<file path="src/rtl/mwa_key_entry.sv">
// Keypad entry controller for the oven: collects a 0..15 cook time, launches the oven, and tracks its run.
// Optional quick-start (START from IDLE launches a 1-unit cook) is enabled by defining MWA_KEY_QUICKSTART_EN.
module mwa_key_entry (
    input  logic       clk,
    input  logic       rst,
    input  logic       key_valid,
    input  logic [3:0] key_code,
    input  logic       busy,
    output logic [3:0] tin,
    output logic       r,
    output logic [3:0] entry,
    output logic       err
);

    localparam int unsigned KEY_W   = 4;
    localparam int unsigned CALC_W  = 8;
    localparam logic [KEY_W-1:0] KEY_START = 4'hA;
    localparam logic [KEY_W-1:0] KEY_CLEAR = 4'hB;
    localparam logic [KEY_W-1:0] ENTRY_MAX = 4'd15;
    localparam logic [1:0]       WAIT_LAST = 2'd3;

    typedef enum logic [1:0] {
        IDLE    = 2'd0,
        ENTRY   = 2'd1,
        LAUNCH  = 2'd2,
        RUNNING = 2'd3
    } state_t;

    state_t             r_state;
    logic [KEY_W-1:0]   r_entry;
    logic [KEY_W-1:0]   r_tin;
    logic               r_start;
    logic               r_err;
    logic               r_seen_busy;
    logic [1:0]         r_wait;

    logic               w_is_digit;
    logic               w_is_invalid;
    logic [CALC_W-1:0]  w_next_entry;

    assign w_is_digit   = (key_code <= 4'd9);
    assign w_is_invalid = (key_code >= 4'hC);
    // Decimal shift-in at 8 bits so overflow past 15 is detectable.
    assign w_next_entry = CALC_W'(r_entry) * CALC_W'(10) + CALC_W'(key_code);

    always_ff @(posedge clk) begin
        if (rst) begin
            r_state     <= IDLE;
            r_entry     <= '0;
            r_tin       <= '0;
            r_start     <= 1'b0;
            r_err       <= 1'b0;
            r_seen_busy <= 1'b0;
            r_wait      <= '0;
        end else begin
            r_start <= 1'b0;
            r_tin   <= '0;
            r_err   <= 1'b0;
            case (r_state)
                IDLE: begin
                    if (key_valid) begin
                        if (w_is_invalid) begin
                            r_err <= 1'b1;
                        end else if (w_is_digit) begin
                            r_state <= ENTRY;
                            r_entry <= key_code;
                        end else if (key_code == KEY_START) begin
`ifdef MWA_KEY_QUICKSTART_EN
                            if (!busy) begin
                                r_state <= LAUNCH;
                                r_start <= 1'b1;
                                r_tin   <= 4'd1;
                            end else begin
                                r_err <= 1'b1;
                            end
`else
                            r_err <= 1'b1;
`endif
                        end
                    end
                end
                ENTRY: begin
                    if (key_valid) begin
                        if (w_is_invalid) begin
                            r_err <= 1'b1;
                        end else if (w_is_digit) begin
                            if (w_next_entry > CALC_W'(ENTRY_MAX)) begin
                                r_entry <= ENTRY_MAX;
                                r_err   <= 1'b1;
                            end else begin
                                r_entry <= w_next_entry[KEY_W-1:0];
                            end
                        end else if (key_code == KEY_CLEAR) begin
                            r_state <= IDLE;
                            r_entry <= '0;
                        end else if (busy) begin
                            r_err <= 1'b1;
                        end else begin
                            r_state <= LAUNCH;
                            r_start <= 1'b1;
                            r_tin   <= r_entry;
                        end
                    end
                end
                LAUNCH: begin
                    r_err       <= key_valid;
                    r_state     <= RUNNING;
                    r_seen_busy <= 1'b0;
                    r_wait      <= '0;
                end
                RUNNING: begin
                    r_err <= key_valid;
                    if (busy) begin
                        r_seen_busy <= 1'b1;
                    end else if (r_seen_busy) begin
                        r_state <= IDLE;
                        r_entry <= '0;
                    end else if (r_wait == WAIT_LAST) begin
                        // Oven never acknowledged the start pulse.
                        r_state <= IDLE;
                        r_entry <= '0;
                        r_err   <= 1'b1;
                    end else begin
                        r_wait <= r_wait + 2'd1;
                    end
                end
                default: r_state <= IDLE;
            endcase
        end
    end

    assign tin   = r_tin;
    assign r     = r_start;
    assign entry = r_entry;
    assign err   = r_err;

endmodule

</file>
<file path="config.mk">
export PLATFORM = sky130hd
export DESIGN_NAME = mwa_key_entry
export DESIGN_NICKNAME = d
export VERILOG_FILES = /design/src/rtl/mwa_key_entry.sv
export SDC_FILE = /design/constraint.sdc
export NUM_CORES = 1
export LEC_CHECK = 0
export BUFFER_PORTS_ARGS = -buffer_cell sky130_fd_sc_hd__clkbuf_2
export CORE_ASPECT_RATIO = 1.1
export CORE_MARGIN = 2
export CORE_UTILIZATION = 55
export DETAILED_ROUTE_END_ITERATION = 10
export HOLD_SLACK_MARGIN = 0.12
export PLACE_DENSITY = 0.83
export REMOVE_ABC_BUFFERS = 1
export SLEW_MARGIN = 40
export SYNTH_ARGS = -nofsm -noshare
export SYNTH_HDL_FRONTEND = slang
export SYNTH_SLANG_ARGS = --single-unit
</file>
<file path="constraint.sdc">
create_clock -name clk -period 5.5 [get_ports clk]
set_clock_uncertainty 0.15 [all_clocks]
set_input_delay 0 -clock clk [delete_from_list [all_inputs] [get_ports clk]]
set_output_delay 0 -clock clk [all_outputs]
set_load 0.02 [all_outputs]
</file>
Word level (Yosys, flattened, before mapping)
Cells that the tools add are included.
{"block": "classes", "add_sub_neg": 2, "n_mul": 1, "n_lt_le_gt_ge": 3, "eq_ne": 19, "mux": 45, "bitwise_logic": 2, "reduce_logical": 9}
{"op": "4-bit two-way mux", "count": 11}
{"op": "2-bit two-way mux", "count": 14}
{"op": "2-bit inequality test, second input constant", "count": 10}
{"op": "9-bit AND reduction", "count": 2}
{"op": "1-bit two-way mux", "count": 15}
{"op": "4-bit case mux with 3 select lines", "count": 1}
{"op": "3-bit inequality test, second input constant", "count": 3}
{"op": "8-bit by 4-bit adder with 8-bit output", "count": 1}
{"op": "4-bit == test, second input constant", "count": 2}
{"op": "8-bit by 4-bit > comparator with 1-bit output, second input constant", "count": 1}
{"op": "2-bit case mux with 4 select lines", "count": 1}
{"op": "4-bit by 3-bit multiplier with 7-bit output, second input constant", "count": 1}
{"op": "7-bit OR reduction", "count": 1}
{"op": "2-bit == test, second input constant", "count": 3}
{"op": "6-bit OR reduction", "count": 1}
{"op": "4-bit >= comparator, second input constant", "count": 1}
{"op": "4-bit <= comparator, second input constant", "count": 1}
{"op": "1-bit case mux with 4 select lines", "count": 1}
{"op": "2-bit case mux with 2 select lines", "count": 1}
{"op": "4-bit AND reduction", "count": 1}
{"op": "3-bit nonzero test", "count": 1}
{"op": "2-bit by 1-bit adder with 2-bit output, second input constant", "count": 1}
{"op": "2-bit by 1-bit == test with 1-bit output, second input constant", "count": 1}
{"op": "2-bit logical NOT", "count": 1}
{"op": "4 further kinds", "count": 5}
{"block": "totals", "register_bits": 15, "input_bits": 8, "word_cells": 88}

Depth between registers and ports, before layout
{"block": "logic_depth", "word_depth": 8, "mapped_depth": 8, "mapped_depth_nobuf": 8}

Worst setup path before layout
OpenSTA, ideal clock, no wires.
{"block": "synth_path", "kind": "register to register", "start": "register r_entry[1] (netlist: entry[1])", "end": "register r_err (netlist: err)", "setup_ps": 88, "t_arrival_ps": 2456, "path_slack_ps": 2805, "path_stages_with_launch": 8, "path_buffers": 0, "period_less_slack_ps": 2695, "cell_sequence": "dfxtp_1 -> ha_1 -> ha_1 -> fa_1 -> nor4_1 -> a22o_1 -> a311o_2 -> a311oi_2"}
{"block": "synth_via", "elab_chain_cells": 8}
{"element": "start: declaration", "line_no": "30", "rtl": "logic [KEY_W-1:0] r_entry;"}
{"element": "start signal: assignment", "line_no": "66", "rtl": "r_entry <= key_code;"}
{"element": "start signal: assignment", "line_no": "91", "rtl": "r_entry <= w_next_entry[KEY_W-1:0];"}
{"element": "4-bit by 3-bit multiplier with 7-bit output", "line_no": "44", "rtl": "assign w_next_entry = CALC_W'(r_entry) * CALC_W'(10) + CALC_W'(key_code);"}
{"element": "8-bit by 4-bit adder with 8-bit output", "line_no": "44"}
{"element": "8-bit by 4-bit > comparator with 1-bit output", "line_no": "87", "rtl": "if (w_next_entry > CALC_W'(ENTRY_MAX)) begin"}
{"element": "1-bit two-way mux", "line_no": "87"}
{"element": "1-bit two-way mux", "line_no": "86", "rtl": "end else if (w_is_digit) begin"}
{"element": "1-bit two-way mux", "line_no": "84", "rtl": "if (w_is_invalid) begin"}
{"element": "1-bit two-way mux", "line_no": "83", "rtl": "if (key_valid) begin"}
{"element": "1-bit case mux with 4 select lines", "line_no": "59", "rtl": "case (r_state)"}
{"element": "end signal: assignment", "line_no": "106", "rtl": "r_err <= key_valid;"}
{"element": "end signal: assignment", "line_no": "112", "rtl": "r_err <= key_valid;"}
{"element": "end: declaration", "line_no": "33", "rtl": "logic r_err;"}
Every way passes these cells.
A chain may end at the register's enable or synchronous reset.

Final worst setup path
{"block": "layout_path", "start": "register r_entry[3] (netlist: entry[3])", "end": "register r_entry[3] (netlist: entry[3])"}
{"block": "layout_via", "elab_chain_cells": 8}
{"element": "4-bit by 3-bit multiplier with 7-bit output", "line_no": "44"}
{"element": "8-bit by 4-bit adder with 8-bit output", "line_no": "44"}
{"element": "8-bit by 4-bit > comparator with 1-bit output", "line_no": "87"}
{"element": "4-bit two-way mux", "line_no": "87"}
{"element": "4-bit two-way mux", "line_no": "86"}
{"element": "4-bit two-way mux", "line_no": "84"}
{"element": "4-bit two-way mux", "line_no": "83"}
{"element": "4-bit case mux with 3 select lines", "line_no": "59"}
Every way passes these cells. The select of a mux whose other input is x is not followed.

==> flow_metrics.tcl <==
set metrics [dict create \
    cts_tree "yes" \
    antenna_left 0 \
    min_period_ns 3.38 \
    layout_common_cells "clkbuf_2, dfxtp_1, nor2_1" \
    ioPinCount 18 \
    htree_levels 1 \
    status "finished, final reports clean" \
    top_layer "met4" \
    tightest_slew_ns 0.599 \
    avgRoutedWirePerCell_microns 14.3 \
    place_area_sq_mm 0.00122 \
    nets 179 \
    fmax_mhz 296 \
    root_buffer "clkbuf_4" \
    layout_setup_ws_ns 2.12 \
    drt_pre_antenna_iters 5 \
    drc 0 \
    crit_chain "ha_1 -> ha_1 -> fa_1 -> nor4_1 -> a22o_1 -> a311o_2 -> a221oi_2 -> dlygate4sd3_1" \
    start_kind "flop" \
    required_ns 5.58 \
    finalHoldViolCount 0 \
    wl_microns 2680 \
    synth_flop_cell "dfxtp_1" \
    dieArea_sq_mm 0.00241 \
    period_share_pct 61.4 \
    avgSynthCellArea_sq_um 8.47 \
    r2r-end "entry[3]" \
    grt_max_degree 17 \
    place_ws_ns 2.65 \
    grt_pass1_wl_microns 4400 \
    synth_cell_types 50 \
    antenna_cells 0 \
    wl_met1_microns 1070 \
    layout_commonest_cell "clkbuf_2" \
    crit_path_frequent_cell "ha_1" \
    r2r_setup_slack_ns 2.12 \
    arrival_ns 3.46 \
    wl_met3_microns 193 \
    rows 17 \
    clock_latency_ns 0.28 \
    cts_setup_buffers 0 \
    reg2reg_from "entry[3]" \
    synth-seq-cells 15 \
    synth_warnings 0 \
    cp_top_family "adder cells" \
    syn2layout_area_growth_pct 21.4 \
    grt-ovfl-total 0 \
    hold_class "flop to flop" \
    drt_iter0_markers 36 \
    fin_util_pct 69.4 \
    io_buffers 17 \
    via_per_inst 6.17 \
    core-area_sq_mm 0.00196 \
    cts-buffers-inserted 3 \
    ir_worst_vdd_mv 0.112 \
    pwr_density_cell_mw_per_mm2 231 \
    grt_pass1_vias 1041 \
    slew_viol_final 0 \
    leakagePower_uw 0.000568 \
    ys_async_sr_fraction_pct 0 \
    reg2reg_depth 8 \
    slew_headroom_pct 59.5 \
    place_congestion 0.922 \
    crit_buf_inv 1 \
    fin_area_sq_mm 0.00136 \
    maxCapViolations 0 \
    rsz0062_at_grt "false" \
    final_layout_size_suffix_gt1_share_pct 17.6 \
    grt_usage_pct 24.4 \
    antenna_found_initial 0 \
    synthesis.area_sq_mm 0.00112 \
    critical_path.max_fanout 10 \
    clkTransAtPathRegs_ns 0.10 \
    endpoint "entry[3]" \
    worst-path-stages 8 \
    cts.sinks 15 \
    critPathLaunch "entry[3]" \
    worst_path_max_delay_cell "fa_1" \
    finalSetupTns_ns 0 \
    worstSetupPathType "flop to flop" \
    place_hpwl_microns 1950 \
    die_w_microns 47 \
    die_y_microns 51.3 \
    setup_viol 0 \
    yosysSeqAreaShare_pct 26.8 \
    worst_setup_path_end_kind "flop" \
    post_cts_resize_count 0 \
    clockBufferDepth 2 \
    vias 1153 \
    max_stage_delay_ns 0.58 \
    synth-edff-count 0 \
    synth_cells 132 \
    wl_met2_microns 1310 \
    start_util_pct 57.2 \
]
synthesized netlist by cell type, drive strengths merged, types with 3 or more instances:
library cell | count | area share (%)
a31oi | 4 | 2.2
nor2b | 4 | 2.2
nand2 | 5 | 1.7
a21oi | 4 | 1.8
nor3 | 7 | 3.1
ha | 9 | 10
inv | 10 | 3.4
clkbuf | 4 | 1.5
dfxtp | 15 | 27
nor2 | 12 | 4.0
o21ai | 5 | 2.2
a311oi | 3 | 2.9
a211oi | 3 | 2.0
worst register-to-register path: stages (launching register included):
cell and delay (ns):
dfxtp_1 0.53, ha_1 0.32, ha_1 0.22, fa_1 0.58, nor4_1 0.09, a22o_1 0.25, a311o_2 0.41, a221oi_2 0.20
dlygate4sd3_1 0.57
routing by layer:
metal	up-vias	global-route usage (%)
li1	554	-
met1	522	32.1
met2	61	38.4
met3	16	2.83
met4	0	12.0
met5	-	0
state kept, by name, summed over array words and instances (netlist names), named ones only:
register / cells
tin: 4
entry: 4
r: 1
err: 1
r_seen_busy: 1
r_wait: 2
r_state: 1
timing repair:
item	in CTS	in global routing
endpoints found under the hold margin	13	0
setup endpoints to repair	0	0
hold buffers	11	0
report_power, final:
group	internal [uW]	total, uW	leakage, uW	switching [uW]
clock network	27.6	66.0	0.0000139	38.4
registers	114	128	0.000122	13.9
logic	55.9	119	0.000432	63.4
total	198	313	0.000568	116
cell type report:
cell class | instances | area (sq um)
clock buffer | 3 | 22.5
clock inverter | 1 | 7.51
fill | 160 | 599
inverter | 10 | 37.5
multi-input combinational | 102 | 759
sequential | 15 | 300
tap | 28 | 35.0
timing repair buffer | 28 | 195
per-stage QoR:
stage	instances	hold WS, ns	total power [uW]
2_1_floorplan	127	-0.0838	209
3_3_place_gp	172	0.168	235
3_5_place_dp	172	0.184	239
4_1_cts	187	0.403	311
5_1_grt	187	0.428	331
6_report	187	0.400	313
cells by family after synthesis:
logic type      count (synthesis)  synth area share, %
compound gates                 44                 30.3
simple gates                   42                 19.8
buf+inv                        15                 5.26
flops                          15                 26.8
fa+ha+maj                      11                 13.6
xor+xnor                        3                 2.35
mux                             2                 1.79
worst min path at each step:
stage	from	endpoint	slack, ns	cells past startpoint
floorplan	rst	entry[3]	-0.08	1
detailed placement	key_code[0]	entry[0]	0.18	3
global route	r_wait[1]	r_wait[1]	0.43	2
CTS	r_wait[1]	r_wait[1]	0.40	2
finish	r_wait[1]	r_wait[1]	0.40	2
global placement	key_code[0]	entry[0]	0.17	3
(Power assumes the default switching activity.)
